`src/rtl/anode_driver_if.sv`:
```
// Bus between the multiplexed 7-segment anode driver and its user.
//   data          : four display nibbles, {digit3, digit2, digit1, digit0}
//   an3..an0      : active-low anode enables, an3 is the leftmost digit
//   a..g          : active-low segment drives, vector order {a,b,c,d,e,f,g}
// The master modport is the driver side; the slave modport is the user side.
interface anode_driver_if;
    logic [15:0] data;
    logic        an3, an2, an1, an0;
    logic        a, b, c, d, e, f, g;

    modport master (
        input  data,
        output an3, an2, an1, an0,
        output a, b, c, d, e, f, g
    );

    modport slave (
        output data,
        input  an3, an2, an1, an0,
        input  a, b, c, d, e, f, g
    );
endinterface

```
`src/rtl/anode_driver.sv`:
```
// Time-multiplexed driver for a 4-digit common-anode 7-segment display.
// Digits are scanned 3,2,1,0 with DIGIT_CYCLES clocks per slot. The first
// BLANK_CYCLES clocks of every slot keep all anodes off; the segment pattern
// for the slot is loaded at slot cycle 0, so segments only ever change while
// the display is dark.
//   clk   : system clock, all state changes on its rising edge
//   reset : synchronous active-high reset
//   bus   : anode_driver_if.master (data in, anodes and segments out)
module anode_driver #(
    parameter int DIGIT_CYCLES = 16,
    parameter int BLANK_CYCLES = 2
) (
    input  logic                  clk,
    input  logic                  reset,
    anode_driver_if.master        bus
);

    localparam int CW = (DIGIT_CYCLES > 1) ? $clog2(DIGIT_CYCLES) : 1;

    logic [CW-1:0] cnt_q, cnt_d;
    logic [1:0]    digit_q, digit_d;
    logic [3:0]    an_q, an_d;
    logic [6:0]    seg_q, seg_d;
    logic [3:0]    nibble;

    // Pattern {a..g}, 0 = lit. B is the "F" error glyph, F is blank.
    function automatic logic [6:0] seg_decode(input logic [3:0] n);
        logic [6:0] s;
        case (n)
            4'h0:    s = 7'b0000001;
            4'h1:    s = 7'b1001111;
            4'h2:    s = 7'b0010010;
            4'h3:    s = 7'b0000110;
            4'h4:    s = 7'b1001100;
            4'h5:    s = 7'b0100100;
            4'h6:    s = 7'b0100000;
            4'h7:    s = 7'b0001111;
            4'h8:    s = 7'b0000000;
            4'h9:    s = 7'b0000100;
            4'hA:    s = 7'b0001000;
            4'hB:    s = 7'b0111000;
            4'hC:    s = 7'b0110001;
            4'hD:    s = 7'b1000010;
            4'hE:    s = 7'b0110000;
            default: s = 7'b1111111;
        endcase
        return s;
    endfunction

    always_comb begin
        case (digit_q)
            2'd3:    nibble = bus.data[15:12];
            2'd2:    nibble = bus.data[11:8];
            2'd1:    nibble = bus.data[7:4];
            default: nibble = bus.data[3:0];
        endcase
    end

    // Outputs registered below reflect the slot cycle held in cnt_q before
    // the edge, so the nibble is captured on the edge that begins the slot.
    always_comb begin
        cnt_d   = cnt_q;
        digit_d = digit_q;
        an_d    = 4'hF;
        seg_d   = seg_q;

        if (cnt_q == CW'(0)) begin
            seg_d = seg_decode(nibble);
        end

        if (cnt_q >= CW'(BLANK_CYCLES)) begin
            an_d = 4'hF & ~(4'b0001 << digit_q);
        end

        // Digit index counts down 3,2,1,0 and wraps naturally to 3.
        if (cnt_q == CW'(DIGIT_CYCLES - 1)) begin
            cnt_d   = '0;
            digit_d = digit_q - 2'd1;
        end else begin
            cnt_d   = cnt_q + CW'(1);
        end
    end

    always_ff @(posedge clk) begin
        if (reset) begin
            cnt_q   <= '0;
            digit_q <= 2'd3;
            an_q    <= 4'hF;
            seg_q   <= 7'h7F;
        end else begin
            cnt_q   <= cnt_d;
            digit_q <= digit_d;
            an_q    <= an_d;
            seg_q   <= seg_d;
        end
    end

    assign bus.an3 = an_q[3];
    assign bus.an2 = an_q[2];
    assign bus.an1 = an_q[1];
    assign bus.an0 = an_q[0];
    assign {bus.a, bus.b, bus.c, bus.d, bus.e, bus.f, bus.g} = seg_q;

endmodule

```
`src/flat_wrapper.sv`:
```
// flat-port wrapper written by rule: the top's interface ports become plain ports
module anode_driver_flat 
#(
    parameter int DIGIT_CYCLES = 16,
    parameter int BLANK_CYCLES = 2
)
  (clk, reset, bus_data, bus_an3, bus_an2, bus_an1, bus_an0, bus_a, bus_b, bus_c, bus_d, bus_e, bus_f, bus_g);
  anode_driver_if bus_i ();
  input  logic clk;
  input  logic reset;
  input wire logic [$bits(bus_i.data)-1:0] bus_data;
  output wire logic [$bits(bus_i.an3)-1:0] bus_an3;
  output wire logic [$bits(bus_i.an2)-1:0] bus_an2;
  output wire logic [$bits(bus_i.an1)-1:0] bus_an1;
  output wire logic [$bits(bus_i.an0)-1:0] bus_an0;
  output wire logic [$bits(bus_i.a)-1:0] bus_a;
  output wire logic [$bits(bus_i.b)-1:0] bus_b;
  output wire logic [$bits(bus_i.c)-1:0] bus_c;
  output wire logic [$bits(bus_i.d)-1:0] bus_d;
  output wire logic [$bits(bus_i.e)-1:0] bus_e;
  output wire logic [$bits(bus_i.f)-1:0] bus_f;
  output wire logic [$bits(bus_i.g)-1:0] bus_g;
  assign bus_i.data = bus_data;
  assign bus_an3 = bus_i.an3;
  assign bus_an2 = bus_i.an2;
  assign bus_an1 = bus_i.an1;
  assign bus_an0 = bus_i.an0;
  assign bus_a = bus_i.a;
  assign bus_b = bus_i.b;
  assign bus_c = bus_i.c;
  assign bus_d = bus_i.d;
  assign bus_e = bus_i.e;
  assign bus_f = bus_i.f;
  assign bus_g = bus_i.g;
  anode_driver #(.DIGIT_CYCLES(DIGIT_CYCLES), .BLANK_CYCLES(BLANK_CYCLES)) u_core (.clk(clk), .reset(reset), .bus(bus_i));
endmodule
```
`config.mk`:
```
export PLATFORM = sky130hd
export DESIGN_NAME = anode_driver_flat
export DESIGN_NICKNAME = d
export VERILOG_FILES = /design/src/rtl/anode_driver_if.sv /design/src/rtl/anode_driver.sv /design/src/flat_wrapper.sv
export SDC_FILE = /design/constraint.sdc
export NUM_CORES = 1
export LEC_CHECK = 0
export CELL_PAD_IN_SITES_DETAIL_PLACEMENT = 1
export CELL_PAD_IN_SITES_GLOBAL_PLACEMENT = 1
export CORE_ASPECT_RATIO = 1.5
export CORE_MARGIN = 2
export CORE_UTILIZATION = 38
export CTS_CLUSTER_SIZE = 16
export DETAILED_ROUTE_END_ITERATION = 12
export GPL_TIMING_DRIVEN = 0
export PLACE_DENSITY = 0.85
export SYNTH_ARGS = -nofsm -noshare
export SYNTH_HDL_FRONTEND = slang
export SYNTH_SLANG_ARGS = --single-unit
export TNS_END_PERCENT = 10
```
`constraint.sdc`:
```
create_clock -name clk -period 6.5 [get_ports clk]
set_clock_uncertainty 0.1 [all_clocks]
set_input_delay 0.65 -clock clk [delete_from_list [all_inputs] [get_ports clk]]
set_output_delay 0.65 -clock clk [all_outputs]
set_load 0.005 [all_outputs]
```
Word level (Yosys, flattened, before mapping):

Memory sizes are Yosys's and may differ from the RTL's. A register that Yosys moved wholly into a read port is not among the register bits.
Index checks and enable logic that the tools add are counted.

* register bits after elaboration: 10
* memory bits (read-only): 112
* bits of input ports: 18
* output and inout port bits: 11
* word-level logic and storage cells: 18
* memories: 1

Memory list
* (name not given): words 16, bits a word 7, rd ports 1, clocked after memory_dff 1, wr ports 0, line anode_driver.sv:29 `case (n)`

* $add $sub $neg: 2
* magnitude comparators: 1
* equality and inequality tests: 4
* shifts and indexed selects: 1
* muxes and demuxes: 1
* bitwise logic cells: 2
* reduce and logical (&&, ||, !) cells: 3

Operators with widths (number)
* 4-bit one-hot mux with 3 select lines: 1
* 4-bit by 1-bit adder with 4-bit output (second input constant): 1
* 2-bit equality test (second input constant): 2
* 4-bit equality test (second input constant): 1
* 4-bit by 2-bit greater-or-equal comparator with 1-bit output (second input constant): 1
* 4-bit logical NOT: 1
* 4-bit NOT: 1
* 2-bit OR reduction: 2
* 1-bit by 2-bit left shift with 4-bit output (first input constant): 1
* 2-bit by 1-bit equality test with 1-bit output (second input constant): 1
* 2-bit by 1-bit subtractor with 2-bit output (second input constant): 1
* 1-bit NOT: 1

Longest topological paths before layout:

Gate-level depths: netlist of the first run.

* word-level depth: 3
* gate-level depth with buffers: 10
* depth with buffers taken out: 10

Worst setup path before layout of the first run:

No wires, ideal clock.

* path type: register -> register
* from: reg u_core.digit_q[0]
* to: reg u_core.seg_q[3]
* arrival: 2.182 ns
* required time: 6.264 ns
* path slack: 4.082 ns
* stages on the path, launching flop included: 11
* cells stage by stage: dfxtp_1 -> inv_1 -> ha_1 -> a222oi_1 -> a21oi_1 -> inv_1 -> ha_1 -> inv_1 -> a211oi_1 -> a2111oi_0 -> a211oi_1

* cells in the longest elaborated chain, start to end: 2

Ends and longest elaborated chain
* start: declaration: line anode_driver.sv:21 `logic [1:0] digit_q, digit_d;`
* start signal: assignment: line anode_driver.sv:92 `digit_q <= digit_d;`
* 2-bit by 1-bit equality test with 1-bit output or 2-bit equality test (tied branches): line anode_driver.sv:51 `case (digit_q)`
* 4-bit one-hot mux with 3 select lines *: line anode_driver.sv:51
* end: declaration: line anode_driver.sv:23 `logic [6:0] seg_q, seg_d;`

Every way passes the cells marked *; elsewhere a longest branch is shown, timed or not.
A chain may end at the register's enable or synchronous reset.

Worst setup path after layout of the first run:

Same ends and word-level chain as after synthesis.

==> results of run 1 <==
## worst max-delay path by stage
stage / slack, ps / to / start / cells past startpoint
2_1_floorplan: 4080 / u_core.seg_q[3]$_SDFFE_PP1N_ / u_core.digit_q[0]$_SDFFE_PP1P_ / 10
3_3_place_gp: 3320 / u_core.seg_q[3]$_SDFFE_PP1N_ / bus_data[12] / 9
3_5_place_dp: 3170 / u_core.seg_q[3]$_SDFFE_PP1N_ / bus_data[12] / 9
4_1_cts: 3430 / u_core.seg_q[3]$_SDFFE_PP1N_ / u_core.digit_q[0]$_SDFFE_PP1P_ / 10
5_1_grt: 3080 / u_core.seg_q[3]$_SDFFE_PP1N_ / u_core.digit_q[0]$_SDFFE_PP1P_ / 10
6_report: 3380 / u_core.seg_q[3]$_SDFFE_PP1N_ / u_core.digit_q[0]$_SDFFE_PP1P_ / 10
## sequential cells by signal (all words and copies together) (netlist names)
register	flops
u_core.an_q	4
u_core.cnt_q	4
u_core.seg_q	7
u_core.digit_q	2
## Yosys cell counts (2+ instances only)
cell type | number | area share
sky130_fd_sc_hd__a211o_1 | 2 | 0.016
sky130_fd_sc_hd__a211oi_1 | 3 | 0.021
sky130_fd_sc_hd__a21oi_1 | 9 | 0.042
sky130_fd_sc_hd__a221oi_1 | 3 | 0.025
sky130_fd_sc_hd__a222oi_1 | 4 | 0.037
sky130_fd_sc_hd__dfxtp_1 | 17 | 0.32
sky130_fd_sc_hd__ha_1 | 14 | 0.16
sky130_fd_sc_hd__inv_1 | 9 | 0.032
sky130_fd_sc_hd__mux2i_1 | 2 | 0.019
sky130_fd_sc_hd__nand2_1 | 9 | 0.032
sky130_fd_sc_hd__nand2b_1 | 3 | 0.018
sky130_fd_sc_hd__nor2_1 | 8 | 0.028
sky130_fd_sc_hd__nor2b_1 | 5 | 0.029
sky130_fd_sc_hd__nor3_1 | 3 | 0.014
sky130_fd_sc_hd__nor3b_1 | 2 | 0.014
sky130_fd_sc_hd__o21ai_0 | 3 | 0.014
sky130_fd_sc_hd__o21ai_1 | 2 | 0.0094
sky130_fd_sc_hd__xnor2_1 | 2 | 0.016
## cell type report
cell class                      count  area (um^2)  area share
Tap cell                           37         46.3      0.0321
Timing Repair Buffer               28          280       0.195
Buffer                              1         3.75     0.00261
Inverter                            9         33.8      0.0235
Sequential cell                    17          340       0.236
Clock buffer                        4         45.0      0.0313
Multi-Input combinational cell     91          691       0.480
## per-layer routing
| metal | vias up | track usage | share of wire |
|---|---|---|---|
| met1 | 517 | 0.208 | 0.34 |
| met3 | 10 | 0.0260 | 0.023 |
| li1 | 503 | - | - |
| met5 | - | 0 | 0 |
| met4 | 0 | 0.0833 | 0.027 |
| met2 | 22 | 0.444 | 0.60 |
## kinds of logic after synthesis
family / Yosys count
xor gates and xnor gates: 2
and+or+nand+nor: 36
muxes: 2
adders and majority gates: 14
buffers and inverters: 10
DFF: 17
AOI/OAI and AO/OA: 37
## per-stage QoR
step / hold slack (ps) / utilization / area, um^2
after floorplan: 349 / - / 1070
after global placement: 369 / 0.521 / 1400
after detailed placement: 367 / 0.521 / 1400
after CTS: 384 / 0.538 / 1440
after global routing: 409 / 0.538 / 1440
final: 387 / 0.538 / 1440
## power by group
group	internal [mW]	total [mW]	leakage [nW]	switching, mW
sequential	0.112	0.119	0.140	0.00624
clock	0.0436	0.0808	0.0228	0.0372
combinational	0.0356	0.0635	0.413	0.0280
==> results.sh, run 1 <==
export IMPL_result_of_the_run="finished, final reports clean"
export IMPL_cts_sinks=17
export IMPL_power_density_mw_per_mm2=183
export IMPL_fillCellCount=333
export IMPL_place_congestion=0.837
export IMPL_slew_limit_headroom=0.537
export IMPL_synth_compound_area_frac=0.273
export IMPL_postSynthCellCount=118
export IMPL_global_route_overflow_total=0
export IMPL_drt_pre_antenna_iters=7
export IMPL_timing_setup_critical_path_class="reg2reg"
export IMPL_timing_hold_worst_start="u_core.seg_q[0]$_SDFFE_PP1N_"
export IMPL_synth_xor_xnor_area_share=0.0164
export IMPL_timing_reg2reg_worst_path_depth=10
export IMPL_final_count_of_hold_timing_violations=0
export IMPL_numCtsBuffers=3
export IMPL_cts_path_max_buffers=2
export IMPL_postSynth_topFlopCell="sky130_fd_sc_hd__dfxtp_1"
export IMPL_postLayoutSetupSlackWorst_ps=3380
export IMPL_vdd_drop_max_v=0.000109
export IMPL_start_util=0.399
export IMPL_h_tree_depth=1
export IMPL_grt_setup_unrepaired="no"
export IMPL_placed_cells_incl_taps=183
export IMPL_crit_path_top_delay_cell="sky130_fd_sc_hd__a2111oi_0"
export IMPL_io_pin_count=29
export IMPL_dp_worst_setup_slack_ps=3170
export IMPL_clock_tree_root_cell="sky130_fd_sc_hd__clkbuf_8"
export IMPL_arrival_ps=3130
export IMPL_gates_resized_cts_repair=0
export IMPL_grt_pass1_wl_um=5060
export IMPL_worstPathRequired_ps=6520
export IMPL_wl_per_cell_um=16.5
export IMPL_syn2layout_area_growth_pct=34.8
export IMPL_die_height_um=68.9
export IMPL_worstSetupEndpointType="register"
export IMPL_layout_nets=183
export IMPL_combinational_family_with_the_most_area_after_synthesis="compound AO/OA/AOI/OAI gates"
export IMPL_worst_path_max_fanout=9
export IMPL_final_cell_count_no_fill=187
export IMPL_layout_cells_most_common="sky130_fd_sc_hd__clkdlybuf4s50_1"
export IMPL_clkTransAtPathRegs_ps=70
export IMPL_crit_path_frequent_cell="sky130_fd_sc_hd__inv_1"
export IMPL_timing_critical_path_max_delay_family="compound AO/OA/AOI/OAI gates"
export IMPL_cts_repair_timing_setup_buffer_count=0
export IMPL_vias_in_the_first_global_route=1133
export IMPL_postSynthNetCount=150
export IMPL_route_final_wire_length_um=3080
export IMPL_dp_final_hpwl_um=2440
export IMPL_die_w_um=47.3
export IMPL_final_antenna_net_count=0
export IMPL_portBuffers=28
export IMPL_tritoncts="yes"
export IMPL_fp_dieArea_mm2=0.00326
export IMPL_synth_simple_area_share=0.174
export IMPL_timing_critical_path_slowest_cell_delay_ps=550
export IMPL_max_clock_freq_mhz=321
export IMPL_n_diodes=0
export IMPL_r2r_start="u_core.digit_q[0]$_SDFFE_PP1P_"
export IMPL_postSynthRegisterBits=17
export IMPL_drive_above_1_share=0.0400
export IMPL_post_drt_via_cell_ratio=5.63
export IMPL_total_leakage_power_nw=0.576
export IMPL_detail_route_iter0_violations=25
export IMPL_r2r_end="u_core.seg_q[3]$_SDFFE_PP1N_"
export IMPL_placeable_core_region_mm2=0.00268
export IMPL_post_layout_total_power_uw=263
export IMPL_yosysUniqueCellTypes=36
export IMPL_min_path_type="reg2reg"
export IMPL_path_buf_inv=4
export IMPL_clk_insertion_delay_late_ps=260
export IMPL_min_delay_worst_endpoint="u_core.seg_q[0]$_SDFFE_PP1N_"
export IMPL_final_min_clock_period_ps=3120
export IMPL_maxCapViolations=0
export IMPL_synth_fa_ha_area_frac=0.164
export IMPL_synth_enable_flop_cells=0
export IMPL_min_period_over_period=0.479
export IMPL_crit_path_cell_trace="inv_1 > ha_1 > inv_1 > a21oi_1 > inv_1 > ha_1 > inv_1 > a211oi_1 > a2111oi_0 > a211oi_1"
export IMPL_postCtsHoldBufs=0
export IMPL_synth_seq_area_share=0.319
export IMPL_vias=1052
export IMPL_fp_row_count=23
export IMPL_mostFrequentLayoutCells="sky130_fd_sc_hd__clkdlybuf4s50_1 (28), sky130_fd_sc_hd__dfxtp_1 (17), sky130_fd_sc_hd__ha_1 (14)"
export IMPL_drv_slew=0
export IMPL_grt_start_max_net_pins=11
export IMPL_area_of_the_mapped_netlist_mm2=0.00107
export IMPL_grt_usage=0.220
export IMPL_setup_worst_path_start_class="register"
export IMPL_final_setup_viol_count=0
export IMPL_drc=0
export IMPL_synthArstFlopShare=0
export IMPL_setup_reg_to_reg_worst_slack_ps=3380
export IMPL_finalSetupTns_ps=0
export IMPL_antenna_found_initial=0
export IMPL_yosys_mux_area_fraction=0.0187
export IMPL_tightest_slew_ps=695
export IMPL_post_synth_cell_area_avg_um2=9.06
export IMPL_hold_path_cell_count=1
export IMPL_synth_warnings=0
Power figures use the tool's default switching activity.
==> inputs of run 2 (changes only) <==
Settings changed: CORE_UTILIZATION 38 to 32, PLACE_DENSITY 0.85 to 0.76.
Clock period 6.5 ns to 2.6 ns, I/O delays scaled along.
==> results.sh, run 2 (same netlist as run 1, synthesis figures left out) <==
export IMPL_hold_path_cell_count=1
export IMPL_postLayoutSetupSlackWorst_ps=32.6
export IMPL_portBuffers=28
export IMPL_total_leakage_power_nw=0.623
export IMPL_vias=1096
export IMPL_post_drt_via_cell_ratio=5.43
export IMPL_worstSetupEndpointType="register"
export IMPL_placeable_core_region_mm2=0.00316
export IMPL_vias_in_the_first_global_route=1129
export IMPL_vdd_drop_max_v=0.000463
export IMPL_wl_per_cell_um=17.5
export IMPL_regMostFlops="u_core.seg_q"
export IMPL_min_path_type="reg2reg"
export IMPL_drv_slew=0
export IMPL_worst_path_max_fanout=5
export IMPL_detail_route_iter0_violations=26
export IMPL_die_w_um=51.2
export IMPL_numCtsBuffers=3
export IMPL_io_pin_count=29
export IMPL_slew_limit_headroom=0.492
export IMPL_power_density_mw_per_mm2=413
export IMPL_crit_path_cell_count=10
export IMPL_final_setup_viol_count=0
export IMPL_clkTransAtPathRegs_ps=70
export IMPL_crit_path_frequent_cell="sky130_fd_sc_hd__ha_4"
export IMPL_drc=0
export IMPL_layout_nets=195
export IMPL_die_height_um=74.8
export IMPL_grt_pass1_wl_um=5040
export IMPL_mostFrequentLayoutCells="sky130_fd_sc_hd__clkdlybuf4s50_1 (28), sky130_fd_sc_hd__dfxtp_1 (15), sky130_fd_sc_hd__buf_4 (12)"
export IMPL_worstPathRequired_ps=2630
export IMPL_final_min_clock_period_ps=2570
export IMPL_post_layout_total_power_uw=675
export IMPL_setup_worst_path_start_class="register"
export IMPL_clk_insertion_delay_late_ps=260
export IMPL_fillCellCount=361
export IMPL_maxCapViolations=0
export IMPL_result_of_the_run="finished, final reports clean"
export IMPL_number_of_flip_flops_under_the_largest_register_name=7
export IMPL_drt_pre_antenna_iters=5
export IMPL_arrival_ps=2600
export IMPL_timing_critical_path_max_delay_family="compound AO/OA/AOI/OAI gates"
export IMPL_fp_row_count=25
export IMPL_dp_worst_setup_slack_ps=-362
export IMPL_final_antenna_net_count=0
export IMPL_drive_above_1_share=0.210
export IMPL_global_route_overflow_total=0
export IMPL_h_tree_depth=1
export IMPL_timing_setup_critical_path_class="reg2reg"
export IMPL_antenna_found_initial=0
export IMPL_cts_path_max_buffers=2
export IMPL_layout_cells_most_common="sky130_fd_sc_hd__clkdlybuf4s50_1"
export IMPL_place_congestion=0.830
export IMPL_clock_tree_root_cell="sky130_fd_sc_hd__clkbuf_8"
export IMPL_syn2layout_area_growth_pct=53.0
export IMPL_route_final_wire_length_um=3540
export IMPL_min_period_over_period=0.987
export IMPL_final_count_of_hold_timing_violations=0
export IMPL_max_clock_freq_mhz=390
export IMPL_timing_critical_path_slowest_cell_delay_ps=460
export IMPL_fp_dieArea_mm2=0.00383
export IMPL_start_util=0.338
export IMPL_top_registers="u_core.seg_q (7), u_core.an_q (4), u_core.cnt_q (4)"
export IMPL_timing_reg2reg_worst_path_depth=10
export IMPL_grt_usage=0.174
export IMPL_postCtsHoldBufs=0
export IMPL_cts_sinks=17
export IMPL_crit_path_top_delay_cell="sky130_fd_sc_hd__a222oi_1"
export IMPL_path_buf_inv=2
export IMPL_dp_final_hpwl_um=2190
export IMPL_n_diodes=0
export IMPL_tritoncts="yes"
export IMPL_crit_path_cell_trace="clkinvlp_4 > ha_4 > a222oi_1 > a21oi_4 > ha_4 > nor2b_1 > a32oi_2 > buf_4 > a21boi_1 > o21ai_1"
export IMPL_grt_start_max_net_pins=11
export IMPL_tightest_slew_ps=762
[run 2: final timing paths]
path	from	end	slack (ps)
max reg2reg	u_core.digit_q[0]$_SDFFE_PP1P_	u_core.seg_q[1]$_SDFFE_PP1N_	30
max	u_core.digit_q[0]$_SDFFE_PP1P_	u_core.seg_q[1]$_SDFFE_PP1N_	30
min	u_core.seg_q[0]$_SDFFE_PP1N_	u_core.seg_q[0]$_SDFFE_PP1N_	380
min reg2reg	u_core.seg_q[0]$_SDFFE_PP1N_	u_core.seg_q[0]$_SDFFE_PP1N_	380
[run 2: worst register-to-register path: stages (launching register included)]
cell and delay [ps]:
sky130_fd_sc_hd__dfxtp_4 370, sky130_fd_sc_hd__clkinvlp_4 110, sky130_fd_sc_hd__ha_4 190, sky130_fd_sc_hd__a222oi_1 460, sky130_fd_sc_hd__a21oi_4 150, sky130_fd_sc_hd__ha_4 200
sky130_fd_sc_hd__nor2b_1 130, sky130_fd_sc_hd__a32oi_2 250, sky130_fd_sc_hd__buf_4 150, sky130_fd_sc_hd__a21boi_1 200, sky130_fd_sc_hd__o21ai_1 130
[run 2: routing by layer]
layer	GRT usage	wire [um]	up-vias
met5	0	0	-
met4	0.0901	95	0
met3	0.0238	69	10
met2	0.323	2060	20
met1	0.188	1320	541
li1	-	-	525
[run 2: timing repair]
action | 4_1_cts | 5_1_grt
gates resized for setup | 7 | 18
buffers inserted | 2 | 10
setup endpoints to repair | 5 | 4
gates cloned | 0 | 0
pin swaps | 4 | 11
[run 2: area by class of cell]
class | instances | area (um^2) | share of cell area
multi-input combinational | 91 | 779 | 0.477
buffer | 1 | 3.75 | 0.00230
timing repair buffer | 40 | 370 | 0.226
inverter | 9 | 41.3 | 0.0252
tap | 40 | 50.0 | 0.0306
clock buffer | 4 | 45.0 | 0.0275
sequential | 17 | 345 | 0.211
[run 2: report_power, final]
group	leakage, nW	switching, mW	internal, mW
Clock	0.0228	0.0937	0.109
Combinational	0.461	0.0788	0.0991
Sequential	0.139	0.0149	0.280
Total	0.623	0.187	0.488
[run 2: stage by stage]
| step | hold WS, ps | area [um^2] | util | instances | TNS (ps) |
|---|---|---|---|---|---|
| final | 381 | 1640 | 0.518 | 202 | 0 |
| after global routing | 406 | 1640 | 0.518 | 202 | -198 |
| after CTS | 393 | 1480 | 0.469 | 192 | 0 |
| after detailed placement | 377 | 1400 | 0.443 | 186 | -798 |
| after global placement | 372 | 1400 | 0.443 | 186 | -487 |
| after floorplan | 349 | 1070 | - | 118 | 0 |
